--- config.mk ---
export PLATFORM = sky130hd
export DESIGN_NAME = seven_seg_scanner
export DESIGN_NICKNAME = d
export VERILOG_FILES = /design/src/rtl/seven_seg_pkg.sv /design/src/rtl/seven_seg_decoder.sv /design/src/rtl/seven_seg_scanner.sv
export SDC_FILE = /design/constraint.sdc
export NUM_CORES = 1
export LEC_CHECK = 0
export CAP_MARGIN = 5
export CORE_MARGIN = 4
export CORE_UTILIZATION = 52
export DETAILED_ROUTE_END_ITERATION = 6
export PLACE_DENSITY = 0.86
export SYNTH_ARGS = -nofsm -noshare
export SYNTH_HDL_FRONTEND = slang
export SYNTH_HIERARCHICAL = 1
export SYNTH_SLANG_ARGS = --single-unit
--- constraint.sdc ---
create_clock -name clk -period 6.7 [get_ports clk]
set_input_delay 2.01 -clock clk [delete_from_list [all_inputs] [get_ports clk]]
set_output_delay 2.01 -clock clk [all_outputs]
set_load 0.02 [all_outputs]
--- src/rtl/seven_seg_pkg.sv ---
// Shared constants for the 3-digit seven-segment scanner: glyph codes, segment-off pattern, phase encoding.
// Latency: n/a (constants only).
// Backpressure: n/a.
package seven_seg_pkg;

    localparam logic [4:0] GLYPH_BLANK      = 5'h12;
    localparam logic [4:0] GLYPH_RIGHT_ONE  = 5'h01;
    localparam logic [4:0] GLYPH_LEFT_ONE   = 5'h16;
    localparam logic [4:0] GLYPH_DOUBLE_EL  = 5'h17;
    localparam logic [4:0] GLYPH_DASH       = 5'h10;
    localparam logic [4:0] GLYPH_UNDERSCORE = 5'h11;

    localparam logic [7:0] SEG_OFF = 8'hFF;

    localparam logic [0:0] PH_BLANK = 1'b0;
    localparam logic [0:0] PH_SHOW  = 1'b1;

endpackage

--- src/rtl/seven_seg_decoder.sv ---
// Glyph code to active-low segment pattern {dp,g,f,e,d,c,b,a}; dp is always off.
// Latency: combinational.
// Backpressure: none.
module seven_seg_decoder
    import seven_seg_pkg::*;
(
    input  logic [4:0] code,
    output logic [7:0] seg
);

    // Active-high {g,f,e,d,c,b,a}; inverted onto the active-low output below.
    logic [6:0] lit;

    always_comb begin
        lit = 7'h00;
        case (code)
            5'h00:            lit = 7'h3F;
            5'h01:            lit = 7'h06;
            5'h02:            lit = 7'h5B;
            5'h03:            lit = 7'h4F;
            5'h04:            lit = 7'h66;
            5'h05:            lit = 7'h6D;
            5'h06:            lit = 7'h7D;
            5'h07:            lit = 7'h07;
            5'h08:            lit = 7'h7F;
            5'h09:            lit = 7'h6F;
            5'h0A:            lit = 7'h77;
            5'h0B:            lit = 7'h7C;
            5'h0C:            lit = 7'h39;
            5'h0D:            lit = 7'h5E;
            5'h0E:            lit = 7'h79;
            5'h0F:            lit = 7'h71;
            GLYPH_DASH:       lit = 7'h40;
            GLYPH_UNDERSCORE: lit = 7'h08;
            GLYPH_LEFT_ONE:   lit = 7'h30;
            GLYPH_DOUBLE_EL:  lit = 7'h36;
            default:          lit = 7'h00;
        endcase
    end

    assign seg = {1'b1, ~lit};

endmodule

--- src/rtl/seven_seg_scanner.sv ---
// Multiplexed 3-digit seven-segment scanner: BLANK then SHOW per digit, left to right; SEVEN_SEG_DIM_EN adds bright PWM.
// Latency: seg/an/frame_tick registered, change on the same edge as the phase register.
// Backpressure: none; free-running scan, glyph and brightness sampled on SHOW entry.
module seven_seg_scanner
    import seven_seg_pkg::*;
#(
    parameter int SHOW_LOG2    = 12,
    parameter int BLANK_CYCLES = 64
) (
    input  logic       clk,
    input  logic       reset,
    input  logic [4:0] hex2,
    input  logic [4:0] hex1,
    input  logic [4:0] hex0,
`ifdef SEVEN_SEG_DIM_EN
    input  logic [2:0] bright,
`endif
    output logic [7:0] seg,
    output logic [2:0] an,
    output logic       frame_tick
);

    // One counter serves both phases, so it must be wide enough for either.
    localparam int CW = (SHOW_LOG2 > 8) ? SHOW_LOG2 : 8;
    localparam logic [CW-1:0] CNT_ONE    = CW'(1);
    localparam logic [CW-1:0] BLANK_LAST = CW'(BLANK_CYCLES - 1);
    localparam logic [CW-1:0] SHOW_LAST  = CW'((1 << SHOW_LOG2) - 1);

    logic [0:0]    phase, phase_n;
    logic [1:0]    digit, digit_n;
    logic [CW-1:0] cnt, cnt_n;
    logic [4:0]    glyph, glyph_n, hex_sel;
    logic [7:0]    dec_seg;
    logic          entering;
    logic          lit_n;

    always_comb begin
        case (digit)
            2'd2:    hex_sel = hex2;
            2'd1:    hex_sel = hex1;
            default: hex_sel = hex0;
        endcase
    end

    always_comb begin
        phase_n = phase;
        digit_n = digit;
        cnt_n   = cnt + CNT_ONE;
        if (phase == PH_BLANK) begin
            if (cnt == BLANK_LAST) begin
                phase_n = PH_SHOW;
                cnt_n   = '0;
            end
        end else if (cnt == SHOW_LAST) begin
            phase_n = PH_BLANK;
            cnt_n   = '0;
            digit_n = (digit == 2'd0) ? 2'd2 : digit - 2'd1;
        end
    end

    assign entering = (phase == PH_BLANK) && (cnt == BLANK_LAST);
    assign glyph_n  = entering ? hex_sel : glyph;

`ifdef SEVEN_SEG_DIM_EN
    logic [2:0] bright_q, bright_n;

    assign bright_n = entering ? bright : bright_q;
    // PWM phase is the top three bits of the SHOW counter; lit while it has not passed bright.
    assign lit_n    = (phase_n == PH_SHOW) && (cnt_n[SHOW_LOG2-1 -: 3] <= bright_n);

    always_ff @(posedge clk) begin
        if (reset) begin
            bright_q <= 3'd7;
        end else begin
            bright_q <= bright_n;
        end
    end
`else
    assign lit_n = (phase_n == PH_SHOW);
`endif

    seven_seg_decoder u_decoder (
        .code (glyph_n),
        .seg  (dec_seg)
    );

    always_ff @(posedge clk) begin
        if (reset) begin
            phase      <= PH_BLANK;
            digit      <= 2'd2;
            cnt        <= '0;
            glyph      <= GLYPH_BLANK;
            seg        <= SEG_OFF;
            an         <= 3'b111;
            frame_tick <= 1'b0;
        end else begin
            phase      <= phase_n;
            digit      <= digit_n;
            cnt        <= cnt_n;
            glyph      <= glyph_n;
            seg        <= lit_n ? dec_seg : SEG_OFF;
            an         <= lit_n ? ~(3'b001 << digit_n) : 3'b111;
            frame_tick <= (phase_n == PH_SHOW) && (digit_n == 2'd0) && (cnt_n == SHOW_LAST);
        end
    end

endmodule
After elaboration in Yosys (flattened, before gate mapping)
Memory sizes are Yosys's and may differ from the RTL's.
Index checks and enable logic that the tools add are counted.
Storage, ports and cells
  register bits after elaboration: 32
  memory bits (read-only): 224
  input bits: 17
  output and inout bits: 12
  logic and storage cells: 38
  memories: 1
Memories
  (no name shown): words 32, bits a word 7, read ports 1, clocked after memory_dff 0, wr ports 0, line seven_seg_decoder.sv:16  | case (code)
Operators by class
  add/sub/neg operators: 2
  equal/unequal tests: 5
  shift-type cells: 1
  mux-type cells: 11
  bitwise gates (word level): 4
  reduce and logical (&&, ||, !) cells: 6
Operators by type and width (count)
  12-bit two-way mux: 3
  12-bit == test, second input constant: 2
  12-bit by 1-bit adder with 12-bit output, second input constant: 1
  12-bit by 6-bit == test with 1-bit output, second input constant: 1
  5-bit one-hot mux with 2 select lines: 1
  7-bit inverter: 1
  2-bit two-way mux: 3
  5-bit two-way mux: 1
  2-bit zero test: 2
  1-bit logical AND: 3
  1-bit two-way mux: 3
  3-bit inverter: 1
  1-bit by 2-bit left shift with 3-bit output, first input constant: 1
  2-bit by 1-bit == test with 1-bit output, second input constant: 1
  2-bit == test, second input constant: 1
  1-bit inverter: 2
  2-bit OR reduction: 1
  2-bit by 1-bit subtractor with 2-bit output, second input constant: 1

Logic depth before layout (Yosys ltp)
  depth after elaboration: 7
  depth in mapped cells: 13
  depth with buffers taken out: 13

Modules after synthesis
Netlist, hierarchy kept.
By module, submodules not included
  seven_seg_scanner: times used 1, cells each 154, area each 1398.8 um^2, seq. area each 640.6 um^2
  seven_seg_decoder: times used 1, cells each 57, area each 392.9 um^2, seq. area each 0.0 um^2

Worst setup path before layout
OpenSTA, ideal clock, no wires.
  kind: input to register
  from: input port hex1[0]
  to: register seg[3]
  library setup time: 127 ps
  data arrival time: 4002 ps
  data required time: 6573 ps
  setup slack: 2571 ps
  stages on the path: 10
  buffers on the path: 0
  cells stage by stage: a22oi_1 -> nor2_1 -> a21oi_1 -> o21ai_0 -> inv_1 -> ha_1 -> or2_2 -> a21oi_1 -> o22ai_1 -> or3_1
Between the ends
  longest elaborated chain between the ends: 4
Ends and longest elaborated chain
  from (decl): line seven_seg_scanner.sv:13  | input logic [4:0] hex1,
  5-bit one-hot mux with 2 select lines: line seven_seg_scanner.sv:38  | case (digit)
  5-bit two-way mux: line seven_seg_scanner.sv:62  | assign glyph_n = entering ? hex_sel : glyph;
  net glyph_n[0]: line seven_seg_scanner.sv:32  | logic [4:0] glyph, glyph_n, hex_sel;
  memory read 32 x 7 bit
  7-bit inverter: line seven_seg_decoder.sv:41  | assign seg = {1'b1, ~lit};
  net dec_seg[3]: line seven_seg_scanner.sv:33  | logic [7:0] dec_seg;
  to (signal assigned): line seven_seg_scanner.sv:101  | seg <= lit_n ? dec_seg : SEG_OFF;
  to (decl): line seven_seg_scanner.sv:18  | output logic [7:0] seg,
The timed path passes the listed nets, and every way through them passes these cells.
A chain may end at the register's enable or synchronous reset.

Worst setup path in the final report
Same ends and word-level chain as after synthesis.

==> flow_summary.html <==
<table>
<tr><th>Metric</th><th>Value</th></tr>
<tr><th colspan="2">Outcome</th></tr>
<tr><td>Run status</td><td>finished, final reports clean</td></tr>
<tr><th colspan="2">Cells and area</th></tr>
<tr><td>Final Cell Area</td><td>around 2100 um2</td></tr>
<tr><td>Area growth syn-to-layout</td><td>18.9%</td></tr>
<tr><td>Share of final-layout standard cells stronger than drive strength 1</td><td>0.0717</td></tr>
<tr><td>Number of nets in the layout</td><td>between 200 and 300</td></tr>
<tr><td>Filler Cell Count</td><td>about 300</td></tr>
<tr><td>Antenna fix cells</td><td>0</td></tr>
<tr><td>Final design utilization</td><td>0.638</td></tr>
<tr><th colspan="2">CTS</th></tr>
<tr><td>Number of buffers added by the clock tree synthesis step</td><td>5</td></tr>
<tr><td>Clock tree from TritonCTS</td><td>yes</td></tr>
<tr><td>Number of buffers inserted for hold repair after clock tree synthesis</td><td>0</td></tr>
<tr><td>Max Root-Sink Buffers</td><td>2</td></tr>
<tr><td>Total setup buffers inserted after CTS</td><td>0</td></tr>
<tr><td>Register clock-pin slew on the reported worst setup and hold paths</td><td>roughly 90 ps</td></tr>
<tr><td>Clock sinks</td><td>32</td></tr>
<tr><td>Number of levels in the clock H-tree</td><td>2</td></tr>
<tr><td>Insertion delay of the later-clocked pin in the worst-skew pair</td><td>around 320 ps</td></tr>
<tr><td>Clk Tree Root Cell</td><td>sky130_fd_sc_hd__clkbuf_4</td></tr>
<tr><td>Post-cts gate resize count</td><td>0</td></tr>
<tr><th colspan="2">Routing</th></tr>
<tr><td>Routed len/inst</td><td>approximately 13 um</td></tr>
<tr><td>DRC violations left</td><td>0</td></tr>
<tr><td>First-pass iteration count of the detailed router</td><td>4</td></tr>
<tr><td>Violation count after the first detailed-routing iteration</td><td>93</td></tr>
<tr><td>Antenna violation net count after detailed routing</td><td>0</td></tr>
<tr><td>Final wirelength</td><td>3560 um</td></tr>
<tr><td>Routed via count</td><td>approximately 1.5k</td></tr>
<tr><td>Ratio of routed vias to standard cells</td><td>5.40</td></tr>
<tr><th colspan="2">Yosys</th></tr>
<tr><td>Share of async-settable or async-resettable flops after synthesis</td><td>0</td></tr>
<tr><td>Cell area after technology mapping</td><td>~1800 um2</td></tr>
<tr><td>Number of flops mapped to enable cells by yosys</td><td>0</td></tr>
<tr><td>Synthesis Warnings</td><td>6</td></tr>
<tr><td>Sequential fraction of the synthesis area</td><td>0.358</td></tr>
<tr><td>FF+latch count, synth</td><td>32</td></tr>
<tr><td>Largest area contributor in the netlist</td><td>sky130_fd_sc_hd__dfxtp_1</td></tr>
<tr><td>Yosys top cell area share</td><td>0.358</td></tr>
<tr><td>Net Count, Synth</td><td>240</td></tr>
<tr><td>Library cells used by synthesis</td><td>50</td></tr>
<tr><td>Dominant cells by area after synthesis</td><td>sky130_fd_sc_hd__dfxtp_1, sky130_fd_sc_hd__ha_1, sky130_fd_sc_hd__nor2_1</td></tr>
<tr><td>Average cell area after synthesis</td><td>8.49 um2</td></tr>
<tr><td>Most repeated cell in the gate-level netlist after synthesis</td><td>sky130_fd_sc_hd__dfxtp_1</td></tr>
<tr><td>Post-synthesis cell count</td><td>211</td></tr>
<tr><td>Most frequent cells after synthesis</td><td>sky130_fd_sc_hd__dfxtp_1, sky130_fd_sc_hd__nor2_1, sky130_fd_sc_hd__a21oi_1, sky130_fd_sc_hd__ha_1, sky130_fd_sc_hd__or3_1</td></tr>
<tr><td>Most used DFF post-synth</td><td>sky130_fd_sc_hd__dfxtp_1</td></tr>
<tr><th colspan="2">Global routing</th></tr>
<tr><td>Vias in the first global route</td><td>1393</td></tr>
<tr><td>All-layer global routing usage</td><td>0.181</td></tr>
<tr><td>Number of antenna violations at the first check in global routing</td><td>0</td></tr>
<tr><td>Maximum number of pins on one net before global-route repair</td><td>21</td></tr>
<tr><td>First-pass GRT wire length</td><td>6220 um</td></tr>
<tr><td>Grt ovf</td><td>0</td></tr>
<tr><th colspan="2">Place</th></tr>
<tr><td>Post-Place Cell Area</td><td>2070 um2</td></tr>
<tr><td>GPL Wtd Cong</td><td>between 0.9 and 1</td></tr>
<tr><td>DP Wirelength</td><td>between 2000 and 3000 um</td></tr>
<tr><td>Port-buffer cells</td><td>28</td></tr>
<tr><th colspan="2">Timing</th></tr>
<tr><td>Slew margin rel.</td><td>0.413</td></tr>
<tr><td>RSZ-0062 raised after global routing</td><td>no</td></tr>
<tr><td>Post-layout min period</td><td>approximately 4600 ps</td></tr>
<tr><td>Final setup skew</td><td>between 9 and 10 ps</td></tr>
<tr><td>Post-route worst hold slack</td><td>439 ps</td></tr>
<tr><td>Final worst-path cycle share</td><td>0.685</td></tr>
<tr><td>Transition time at the pin with the least slew margin</td><td>about 870 ps</td></tr>
<tr><td>Pins Over Slew Limit</td><td>0</td></tr>
<tr><td>Count of final hold-check violations</td><td>0</td></tr>
<tr><td>Final TNS setup</td><td>0 ps</td></tr>
<tr><td>Final number of setup-violating endpoints</td><td>0</td></tr>
<tr><td>Highest Clock Rate</td><td>around 220 MHz</td></tr>
<tr><th colspan="2">Worst setup path</th></tr>
<tr><td>Crit. End Element</td><td>flip-flop</td></tr>
<tr><td>Maximum fanout encountered on the critical timing path</td><td>8</td></tr>
<tr><td>Crit path DAT</td><td>around 4800 ps</td></tr>
<tr><td>Startpoint type of the worst setup path</td><td>input pin</td></tr>
<tr><td>CP required</td><td>6910 ps</td></tr>
<tr><td>Crit Path Category</td><td>input pin to flip-flop</td></tr>
<tr><th colspan="2">Floorplanning</th></tr>
<tr><td>Initial core utilization</td><td>0.537</td></tr>
<tr><td>Area of the die</td><td>around 4400 um2</td></tr>
<tr><td>Placeable core region</td><td>about 3300 um2</td></tr>
<tr><td>Top-level port count</td><td>29</td></tr>
<tr><td>Std cell rows</td><td>21</td></tr>
<tr><td>Die extent in y</td><td>66.7 um</td></tr>
<tr><td>Floorplan die width</td><td>between 60 and 70 um</td></tr>
<tr><th colspan="2">Power</th></tr>
<tr><td>Power per cell area</td><td>around 150 nW/um2</td></tr>
<tr><td>Peak supply drop</td><td>72.8 uV</td></tr>
<tr><td>Leakage power</td><td>0.797 nW</td></tr>
<tr><th colspan="2">Hold path</th></tr>
<tr><td>Type of the most critical hold path</td><td>flip-flop to flip-flop</td></tr>
<tr><th colspan="2">Run</th></tr>
<tr><td>Count of maximum capacitance violations</td><td>0</td></tr>
</table>
## power breakdown
part / switching (mW) / total [mW] / internal [mW]
sequential: 0.00243 / 0.194 / 0.192
combinational: 0.00766 / 0.0192 / 0.0115
clock: 0.0589 / 0.111 / 0.0517
total: 0.0690 / 0.324 / 0.255
## placed cells by master, fill, tap and decap left out, drive strengths merged, types with 2 or more instances in the layout
cell type      netlist  routed
buf                 10       2
a21oi               14      14
ha                  12      12
nand3               10      10
nand2               10      10
nor4                 3       3
or3                 11      11
nor2b                6       6
nand4                4       4
a21o                 2       2
a211oi               2       2
a31oi                4       4
xnor2                4       4
a22oi                5       5
o21ai                8       8
nor2                24      24
or2                  2       2
dfxtp               32      32
inv                 10      10
clkbuf               2       8
mux2                 2       2
nor3                 7       7
xor2                 3       3
clkdlybuf4s50        0      28
a211o                3       3
nand2b               5       5
and4                 2       2
## critical path, stage by stage
cell and delay [ps]:
sky130_fd_sc_hd__clkdlybuf4s50_1 450, sky130_fd_sc_hd__a22oi_1 80, sky130_fd_sc_hd__nor2_1 90, sky130_fd_sc_hd__a21oi_1 50, sky130_fd_sc_hd__o21ai_0 700, sky130_fd_sc_hd__inv_1 250
sky130_fd_sc_hd__ha_1 300, sky130_fd_sc_hd__or2_2 300, sky130_fd_sc_hd__a21oi_1 120, sky130_fd_sc_hd__o22ai_1 90, sky130_fd_sc_hd__or3_1 360
## flip-flops by register name (all words and copies together) (netlist names)
signal      count
digit           2
seg             8
frame_tick      1
phase           1
glyph           5
an              3
cnt            12
## routing by layer
layer	global-route usage	routed length, um
met1	0.232	1610
met2	0.296	1760
met3	0.0354	136
met4	0.0761	56
met5	0	0
## area by class of cell
type,count,area [um2],share of cell area
Tap cell,46,57.6,0.0270
Sequential cell,32,641,0.301
Multi-Input combinational cell,157,1040,0.488
Timing Repair Buffer,30,295,0.139
Inverter,10,37.5,0.0176
Clock buffer,8,58.8,0.0276
## logic make-up (layout without fill, tap and decap cells)
group,after synthesis,after routing,synth area share
other cells,1,1,0.00209
fa+ha+maj,12,12,0.0838
flops,32,32,0.358
mux,3,3,0.0202
xor+xnor,7,7,0.0342
simple gates,89,89,0.280
buf+inv,22,48,0.0621
compound gates,45,45,0.160
## through the flow
stage	cells	setup WS, ps	total power, mW
2_1_floorplan	211	2570	0.207
3_3_place_gp	275	1890	0.217
3_5_place_dp	275	1730	0.218
4_1_cts	283	2090	0.328
5_1_grt	283	1780	0.339
6_report	283	2110	0.324
## worst paths after layout
path            start     end  slack (ps)  cells after the start
min          digit[0]   an[1]         440                      1
min reg2reg  digit[0]   an[1]         440                      1
max reg2reg    cnt[0]  seg[3]        3030                      9
max           hex1[0]  seg[3]        2110                     11
Note: power is estimated with default switching activity, not from simulation.
==> RTL edit 1, RTL diff (same flow settings) <==
Build with the macro `SEVEN_SEG_DIM_EN` defined.
--- a/src/rtl/seven_seg_scanner.sv
+++ b/src/rtl/seven_seg_scanner.sv
@@ -2,4 +2,6 @@
 // Latency: seg/an/frame_tick registered, change on the same edge as the phase register.
 // Backpressure: none; free-running scan, glyph and brightness sampled on SHOW entry.
+`define SEVEN_SEG_DIM_EN
+
 module seven_seg_scanner
     import seven_seg_pkg::*;
Interface: changed (added bright); port bits go from 29 to 32. No check against the original RTL was run, so the function may have changed too.
==> RTL edit 1 against the original RTL <==
Combinational power rose by 3%; core utilization rose by 2.4 points; area after synthesis rose by 14%; largest power group is now clock; design area rose by 16%; final cell count rose by 11%; setup slack improved by 0.44 ns; critical endpoint is now seg[5]; wire length rose by 28%; critical path type unchanged; global-route usage rose by 0.95 points; clock power rose by 110%; sequential cell count rose by 3; power rose by 42%.
==> RTL edit 1: results (changes against the original RTL) <==
Comb power: 19.7 uW (was 19.2 uW)
Starting DRT DRC Count: 162 (was 93)
clock skew: 0.00147 ns (was 0.00928 ns)
clock network power: 230 uW (was 111 uW)
CTS Root Cell: clkbuf_8 (was clkbuf_4)
Slew Limit Headroom: 39.1% (was 41.3%)
XOR/XNOR Fraction of Synth Area: 3.84% (was 3.42%)
DP Area: 2340 um^2 (was 2070 um^2)
mux contribution to synthesized area: 1.22% (was 2.03%)
critical path data arrival time: 4.30 ns (was 4.80 ns)
crit path capture: seg[5] (was seg[3])
GRT Total Usage: 19.1% (was 18.1%)
Tmin final: 4.15 ns (was 4.59 ns)
largest net degree at the start of global routing: 20 (was 21)
Top delay family on crit path: buffers and inverters (was compound AO/OA/AOI/OAI gates)
post-detailed-route via-to-cell ratio: 5.70 (was 5.40)
Worst-Skew Late Latency: 0.29 ns (was 0.32 ns)
Gate power share: 4.3% (was 5.9%)
met3 GRT Util: 6.25% (was 3.54%)
GR Util met2: 30.9% (was 29.6%)
distinct cell type count after synthesis: 49 (was 50)
critical path startpoint: hex1[1] (was hex1[0])
Nets: 300 (was 265)
DP Worst Slack: 2.26 ns (was 1.73 ns)
layout cells sized above 1: 7.89% (was 7.17%)
Pleak: 0.940 nW (was 0.797 nW)
post-synthesis adder-cell area fraction: 9.15% (was 8.38%)
Reg-to-Reg End: seg[4] (was seg[3])
Max IR drop VDD: 0.135 mV (was 0.0728 mV)
Clock transition at path regs: 0.07 ns (was 0.09 ns)
RePlAce Congestion: 0.857 (was 0.914)
Net Count, Synth: 274 (was 240)
worst hold slack: 0.469 ns (was 0.439 ns)
Routed WL per cell: 14.5 um (was 12.6 um)
sequential cell area fraction in the yosys report: 34.2% (was 35.8%)
first-pass GRT wire length: 7730 um (was 6220 um)
outcome: completed (unchanged)
Detail Placement HPWL: 3310 um (was 2670 um)
Worst path max stage delay: 0.46 ns (was 0.70 ns)
RR Startpoint: cnt[8] (was cnt[0])
Slowest-stage cell, CP: clkdlybuf4s50_1 (was o21ai_0)
Synth area leaders: dfxtp_1 (34%), ha_1 (9.2%), nand3_1 (4.9%) (was dfxtp_1 (36%), ha_1 (8.4%), nor2_1 (4.8%))
Compound-Gate Fraction of Synth Area: 14.5% (was 16.0%)
vias in the first global route: 1646 (was 1393)
Reg2Reg Depth: 10 (was 9)
setup slack, reg-to-reg: 3.68 ns (was 3.03 ns)
## RTL edit 1: cell types whose count changed in the layout (fill, tap and decap cells not counted), moves of 4 or more
| cell | before | now |
|---|---|---|
| or3_1 | 11 | 2 |
| and2_1 | 0 | 4 |
| a21oi_1 | 14 | 8 |
| clkbuf_8 | 1 | 5 |
| nand2_1 | 10 | 19 |
| nor3_1 | 7 | 18 |
| o21ai_0 | 6 | 16 |
| nor2_1 | 23 | 7 |
| clkbuf_4 | 5 | 0 |
| nand3b_1 | 1 | 6 |
| nand3_1 | 9 | 20 |
## RTL edit 1: routing by layer
layer  up-vias  part of all wire [%]
met5         -                     0
met4         0                   1.2
met3         7                   5.8
met2        40                    46
met1       834                    47
li1        909                     -
## RTL edit 1: cell type report
class	count	area (um^2)
clock buffers	5	68.8
clock inverters	3	67.6
fillers	317	1260
inverters	12	45.0
multi-input cells	179	1220
flip-flops and latches	35	701
well taps	48	60.1
repair buffers	32	318
==> RTL edit 2, RTL diff (same settings) <==
Made on the original files. One comparison of `cnt` changes from == to >=.
--- a/src/rtl/seven_seg_scanner.sv
+++ b/src/rtl/seven_seg_scanner.sv
@@ -59,5 +59,5 @@
     end
 
-    assign entering = (phase == PH_BLANK) && (cnt == BLANK_LAST);
+    assign entering = (phase == PH_BLANK) && (cnt >= BLANK_LAST);
     assign glyph_n  = entering ? hex_sel : glyph;
 
Function: same outputs for any inputs over 10 cycles, from zero or initial values and one cycle with reset high; that may be too few to reach the edited logic, so the function may still have changed.
==> RTL edit 2 against the original RTL <==
Count of clock-buffer cells in the layout fell by 1; design area rose by 2.0%; critical path depth did not move; maximum frequency up 14%; core utilization rose by 0.27 points; clock skew is 0.0077 ns higher; worst hold slack better by 0.019 ns; setup slack better by 0.55 ns; power increased by 0.47%; area after synthesis is 3.1% higher; wire length grew 3.6%; sequential cell count is the same; critical path type unchanged; largest cell class unchanged; highest routed layer unchanged.
==> RTL edit 2: results (changes against the original RTL) <==
Slowest-stage cell, CP: clkdlybuf4s50_1 (was o21ai_0)
DR vias: 1620 (was 1529)
Max IR drop VDD: 0.0676 mV (was 0.0728 mV)
Top delay family on crit path: buffers and inverters (was compound AO/OA/AOI/OAI gates)
Compound-Gate Fraction of Synth Area: 18.1% (was 16.0%)
Pleak: 0.799 nW (was 0.797 nW)
RePlAce Congestion: 0.830 (was 0.914)
Tot Pwr: 325 uW (was 324 uW)
worst hold-check path type: flip-flop to flip-flop (unchanged)
mux contribution to synthesized area: 0.812% (was 2.03%)
largest net degree at the start of global routing: 20 (was 21)
clock skew: 0.0170 ns (was 0.00928 ns)
routed wl met3: 198 um (was 136 um)
layout cells sized above 1: 6.91% (was 7.17%)
Net Count, Synth: 252 (was 240)
outcome: completed (unchanged)
Nets: 274 (was 265)
Worst path max stage delay: 0.46 ns (was 0.70 ns)
Internal Power: 254 uW (was 255 uW)
post-route insts no fill: 292 (was 283)
clock share of power: 35.0% (was 34.2%)
met1 WL: 1740 um (was 1610 um)
fill count: 285 (was 296)
Routed WL: 3690 um (was 3560 um)
critical path data arrival time: 4.27 ns (was 4.80 ns)
DP Worst Slack: 2.33 ns (was 1.73 ns)
DP Area: 2110 um^2 (was 2070 um^2)
cell total after placement: 284 (was 275)
Starting DRT DRC Count: 134 (was 93)
top-area cell type share of the netlist area: 34.7% (was 35.8%)
XOR/XNOR Fraction of Synth Area: 4.27% (was 3.42%)
initial antenna violation count: 0 (unchanged)
Syn Area/Cell: 8.29 um^2 (was 8.49 um^2)
Detail Placement HPWL: 2730 um (was 2670 um)
largest registers: cnt x12, seg x8, glyph x5 (unchanged)
GRT Total Usage: 17.7% (was 18.1%)
Synth area leaders: dfxtp_1 (35%), ha_1 (8.1%), nand3_1 (4.6%) (was dfxtp_1 (36%), ha_1 (8.4%), nor2_1 (4.8%))
Comb power: 17.6 uW (was 19.2 uW)
met2 WL: 1690 um (was 1760 um)
Multi-input gate area: 1070 um^2 (was 1040 um^2)
Worst Tran Pin Value: 0.648 ns (was 0.872 ns)
vias in the first global route: 1411 (was 1393)
first-pass GRT wire length: 6090 um (was 6220 um)
distinct cell type count after synthesis: 47 (was 50)
sequential cell area fraction in the yosys report: 34.7% (was 35.8%)
CTS max path bufs: 2 (unchanged)
post-synthesis adder-cell area fraction: 8.12% (was 8.38%)
-- RTL edit 2: per-layer routing --
metal	up-vias	track usage, %
met2	45	27.6
met4	0	7.85
met5	-	0
li1	840	-
met1	728	22.5
met3	7	4.83
-- RTL edit 2: cells by family after synthesis --
family / count (synthesis)
flip-flops: 32
AO/OA/AOI/OAI: 52
XOR/XNOR: 9
multiplexers: 1
AND/OR/NAND/NOR: 89
other: 1
adder cells (fa/ha/maj): 12
buffers and inverters: 27
-- RTL edit 2: path summary, 6_finish.rpt --
check	startpoint	end	slack (ns)	cells past startpoint
hold / removal	digit[0]	an[1]	0.46	1
setup / recovery	hex1[1]	seg[5]	2.66	11
hold reg to reg	digit[0]	an[1]	0.46	1
setup reg to reg	cnt[0]	seg[4]	3.73	11
-- RTL edit 2: layout make-up --
class                           instances  area share [%]
Clock buffer                            7            2.53
Clock inverter                          1           0.346
Inverter                               13            2.25
Multi-Input combinational cell        164            49.5
Sequential cell                        32            29.5
Tap cell                               46            2.65
Timing Repair Buffer                   29            13.2
